--- config.mk ---
export PLATFORM = sky130hd
export DESIGN_NAME = freq_div_ctrl
export DESIGN_NICKNAME = d
export VERILOG_FILES = /design/src/rtl/freq_div_pkg.sv /design/src/rtl/freq_div_core.sv /design/src/rtl/freq_div_ctrl.sv
export SDC_FILE = /design/constraint.sdc
export NUM_CORES = 1
export LEC_CHECK = 0
export CAP_MARGIN = 20
export CORE_MARGIN = 2
export CORE_UTILIZATION = 62
export DETAILED_ROUTE_END_ITERATION = 10
export PLACE_DENSITY_LB_ADDON = 0.05
export SYNTH_ARGS = -nofsm -noshare
export SYNTH_HDL_FRONTEND = slang
export SYNTH_SLANG_ARGS = --single-unit
--- constraint.sdc ---
create_clock -name clk -period 12.5 [get_ports clk]
set_clock_uncertainty 0.1 [all_clocks]
set_input_delay 1.25 -clock clk [delete_from_list [all_inputs] [get_ports clk]]
set_output_delay 1.25 -clock clk [all_outputs]
set_load 0.005 [all_outputs]
--- src/rtl/freq_div_pkg.sv ---
// Shared types and constants for the freq_div_ctrl divided-clock controller.
package freq_div_pkg;

    typedef enum logic [1:0] {
        IDLE = 2'd0,
        RUN  = 2'd1,
        PEND = 2'd2
    } state_t;

    localparam int unsigned MIN_DIV = 2;

endpackage

--- src/rtl/freq_div_core.sv ---
// Divide-by-N period counter with registered tick / divided-clock decode.
// Outputs are computed from the next counter value so they leave flops directly.
module freq_div_core #(
    parameter int unsigned CNT_W   = 8,
    parameter int unsigned DEF_DIV = 4
) (
    input  logic             clk,
    input  logic             rst,
    input  logic             run,
    input  logic             load,
    input  logic [CNT_W-1:0] ld_div,
    output logic [CNT_W-1:0] cnt,
    output logic             wrap,
    output logic             div_out,
    output logic             tick
);

    localparam logic [CNT_W-1:0] ONE  = CNT_W'(1);
    localparam logic [CNT_W:0]   ONE1 = (CNT_W+1)'(1);

    logic             act;
    logic [CNT_W-1:0] div_q;
    logic [CNT_W-1:0] div_nxt;
    logic [CNT_W-1:0] cnt_nxt;
    logic [CNT_W:0]   half;

    assign wrap = act && (cnt == div_q - ONE);

    // A new period starts on entry to running, on a ratio load, or at wrap.
    always_comb begin
        div_nxt = load ? ld_div : div_q;
        cnt_nxt = '0;
        if (run && act && !load && !wrap)
            cnt_nxt = cnt + ONE;
        half = ({1'b0, div_nxt} + ONE1) >> 1;
    end

    always_ff @(posedge clk) begin
        if (rst) begin
            act     <= 1'b0;
            cnt     <= '0;
            div_q   <= CNT_W'(DEF_DIV);
            tick    <= 1'b0;
            div_out <= 1'b0;
        end else begin
            act     <= run;
            cnt     <= cnt_nxt;
            div_q   <= div_nxt;
            tick    <= run && (cnt_nxt == '0);
            div_out <= run && ({1'b0, cnt_nxt} < half);
        end
    end

endmodule

--- src/rtl/freq_div_ctrl.sv ---
// Run/stop sequencing and ratio-change handshake around freq_div_core.
// Define FREQ_DIV_CTRL_RANGE_CHK_EN to reject ratios below 2 instead of clamping.
import freq_div_pkg::*;

module freq_div_ctrl #(
    parameter int unsigned CNT_W   = 8,
    parameter int unsigned DEF_DIV = 4
) (
    input  logic             clk,
    input  logic             rst,
    input  logic             en,
    input  logic             div_req,
    input  logic [CNT_W-1:0] div_val,
    output logic             div_ack,
    output logic             div_err,
    output logic             busy,
    output logic [CNT_W-1:0] cur_div,
    output logic             div_out,
    output logic             tick
);

    state_t           state;
    state_t           state_nxt;
    logic [CNT_W-1:0] pend_div;
    logic [CNT_W-1:0] req_div;
    logic [CNT_W-1:0] ld_div;
    logic [CNT_W-1:0] cnt;
    logic             req_ok;
    logic             req_bad;
    logic             err_set;
    logic             run;
    logic             load;
    logic             wrap;

`ifdef FREQ_DIV_CTRL_RANGE_CHK_EN
    assign req_bad = (div_val < CNT_W'(MIN_DIV));
    assign req_div = div_val;
`else
    assign req_bad = 1'b0;
    assign req_div = (div_val < CNT_W'(MIN_DIV)) ? CNT_W'(MIN_DIV) : div_val;
`endif

    // A request still high while its ack/err is visible belongs to the old transaction.
    assign req_ok = div_req && !div_ack && !div_err;

    always_comb begin
        state_nxt = state;
        load      = 1'b0;
        err_set   = 1'b0;
        ld_div    = req_div;
        case (state)
            IDLE: begin
                load    = req_ok && !req_bad;
                err_set = req_ok && req_bad;
                if (en)
                    state_nxt = RUN;
            end
            RUN: begin
                if (!en) begin
                    state_nxt = IDLE;
                end else begin
                    err_set = req_ok && req_bad;
                    if (req_ok && !req_bad)
                        state_nxt = PEND;
                end
            end
            PEND: begin
                ld_div = pend_div;
                if (!en) begin
                    state_nxt = IDLE;
                    load      = 1'b1;
                end else if (wrap) begin
                    state_nxt = RUN;
                    load      = 1'b1;
                end
            end
            default: state_nxt = IDLE;
        endcase
        run = (state_nxt != IDLE);
    end

    always_ff @(posedge clk) begin
        if (rst) begin
            state    <= IDLE;
            cur_div  <= CNT_W'(DEF_DIV);
            pend_div <= '0;
            div_ack  <= 1'b0;
            div_err  <= 1'b0;
            busy     <= 1'b0;
        end else begin
            state   <= state_nxt;
            div_ack <= load;
            div_err <= err_set;
            busy    <= (state_nxt == PEND);
            if (load)
                cur_div <= ld_div;
            if (state == RUN && state_nxt == PEND)
                pend_div <= req_div;
        end
    end

    always_ff @(posedge clk) begin
        if (!rst && state == IDLE)
            assert (cnt == '0);
    end

    freq_div_core #(
        .CNT_W   (CNT_W),
        .DEF_DIV (DEF_DIV)
    ) u_core (
        .clk     (clk),
        .rst     (rst),
        .run     (run),
        .load    (load),
        .ld_div  (ld_div),
        .cnt     (cnt),
        .wrap    (wrap),
        .div_out (div_out),
        .tick    (tick)
    );

endmodule

==> flow_summary.ini <==
[run_status]
status = completed

[clocking]
h-tree-depth = 2
cts_resized = 0
cts_tree = yes
clk_latency_ns = 0.30
cts_setup_buffers = 0
clock-sinks = 39
cts-hold-fix-buffers = 0
cts_buffer_depth = 2
clk_pin_slew_ns = 0.08
cts_buffers = 5
root_buffer = clkbuf_8

[grt]
track_usage_pct = 28.21
grt_pass1_vias = 1960
grt_pass1_wl_um = 9832
gr-total-overflow = 0
grt_max_degree = 35
antenna_found_initial = 0

[timing]
hold_violations = 0
rsz0062_at_grt = no
holdWs_ns = 0.3932
layout_setup_ws_ns = 7.350
drv_slew = 0
setup_tns_ns = 0
tightest_slew_ns = 0.6912
setup_violations = 0
fin_crit_sh_pct = 41.20
fmaxAchievable_ghz = 0.1942
max_slew_margin_pct = 53.92
period_needed_ns = 5.150

[layout]
nets = 341
diodes = 0
area_growth_pct = 11.72
layout_commonest_cell = dfxtp_1
final_area_um2 = 2887
drive_above_1_share_pct = 10.00
final_cells = 370
most-common-layout-cells = dfxtp_1 (39), nor2_1 (31), a21oi_1 (24)
postLayoutCoreUtil_pct = 72.16

[synthesis]
yosys_warnings = 0
ys_types = 56
yosysSeqAreaShare_pct = 30.22
synth_fp_nets = 327
syn_avg_cell_area_um2 = 8.471
synth_edf_count = 0
synth-seq-cells = 39
synthFlopType = dfxtp_1
syn-cell-area_um2 = 2584
syn_inst = 305
async_flop_share_pct = 0

[route]
viasPerCell = 5.962
drt-initial-drc-count = 72
drtAntennaViolNets = 0
drtPass1Iterations = 5
avgRoutedWirePerCell_um = 15.92
drc = 0
wl_um = 5891
vias = 2206

[critical_path]
crit_type = input port to flop
worst-path-max-fanout = 14
arrival_ns = 5.24
required_ns = 12.59
startpoint_type = input port
end_kind = flop

[flow_run]
maxCapViolations = 0

[place]
dpl-instance-area_um2 = 2798
portBuffers = 23
numPlacedInstances = 362
hpwl_um = 4381
place_ws_ns = 7.043
place_congestion = 0.9308

[floorplanning]
io_pins = 25
die_w_um = 68.56
coreArea_um2 = 4000
die_area_um2 = 4700
initial_core_util_pct = 64.59
dieHeight_um = 68.56
fp-row-count = 23

[pwr]
p_leak_nw = 1.146
vdd_drop_max_uv = 61.87
power.total_mw = 0.2890
powerDensity_nw_per_um2 = 100.1

[worst_hold_path]
hp-class = flop to flop
[critical path, stage by stage]
cell and delay (ns):
clkdlybuf4s50_1 0.46, nand2b_1 0.08, nand2b_1 0.10, nand2b_1 0.22, a31oi_4 0.43, nand2_2 0.25, a21oi_1 0.22, ha_1 0.32
nand3_1 0.16, nor3_1 0.22, mux2i_1 0.11, ha_1 0.30, nand4_1 0.10, or2_2 0.31, or3b_2 0.46, o221a_2 0.25
[cell families after synthesis]
| kind of cell | after synthesis | share of synthesized area (%) |
|---|---|---|
| flops | 39 | 30.22 |
| simple gates | 118 | 24.41 |
| xor+xnor | 26 | 8.814 |
| other cells | 1 | 0.1451 |
| fa+ha+maj | 10 | 4.843 |
| mux | 18 | 7.070 |
| buf+inv | 26 | 4.794 |
| compound gates | 67 | 19.71 |
[cells in the mapped netlist (2+ instances only)]
library cell  number  share of area, %
buf_2              5              0.97
or2_2              2              0.48
buf_6              2              0.87
nand2b_1           6               1.5
clkbuf_1           8               1.2
o211a_1            4               1.5
a211oi_1           4               1.2
nor3_2             2              0.77
a21o_1             2              0.58
o21ai_0           10               1.9
a211oi_2           4               1.9
a21oi_1           24               4.6
nor3_1            21               4.1
nand3_1           14               2.7
mux2_2             2              0.87
nand4_1            2              0.48
mux2i_1           16               6.2
nand3b_1           2              0.58
o211ai_1           2              0.58
and2_1             2              0.48
nand2_1           17               2.5
and3_1             7               1.7
a31oi_1            3              0.73
nor2_1            31               4.5
inv_1              8               1.2
nor2b_1            3              0.73
ha_1              10               4.8
xnor2_1           14               4.7
xor2_1            12               4.1
o21a_1             2              0.58
dfxtp_1           39                30
[power breakdown]
group / switching, mW / internal (mW) / total (mW)
clock: 0.0469 / 0.0388 / 0.0857
sequential: 0.00866 / 0.131 / 0.139
combinational: 0.0336 / 0.0304 / 0.0640
[final cells by class]
| class | count | area (um2) |
|---|---|---|
| inverters | 8 | 30.03 |
| multi-input cells | 240 | 1679 |
| fillers | 347 | 1114 |
| repair buffers | 25 | 245.2 |
| flip-flops and latches | 39 | 780.7 |
| well taps | 50 | 62.56 |
| clock buffers | 5 | 68.82 |
| clock inverters | 3 | 20.02 |
[metal layers]
| metal | share of wire [%] | up-vias | track usage [%] |
|---|---|---|---|
| met5 | 0 | - | 0 |
| met4 | 1.9 | 0 | 9.250 |
| met3 | 3.7 | 10 | 5.032 |
| met2 | 45 | 49 | 41.59 |
| met1 | 49 | 1030 | 41.35 |
| li1 | - | 1117 | - |
[worst paths after layout]
check                   endpoint       startpoint  cells after the start  slack [ns]
setup / recovery  u_core.div_out          div_req                     16        7.35
setup reg to reg  u_core.div_out  u_core.div_q[0]                     17        7.38
hold reg to reg       cur_div[1]       cur_div[1]                      2        0.39
hold / removal        cur_div[1]       cur_div[1]                      2        0.39
[sequential cells by signal, summed over array words and instances, names as in the netlist]
signal          count
u_core.div_out      1
pend_div            8
u_core.tick         1
cur_div             8
div_ack             1
state               2
busy                1
u_core.cnt          8
u_core.div_q        8
u_core.act          1
Note: power is estimated with default switching activity, not from simulation.
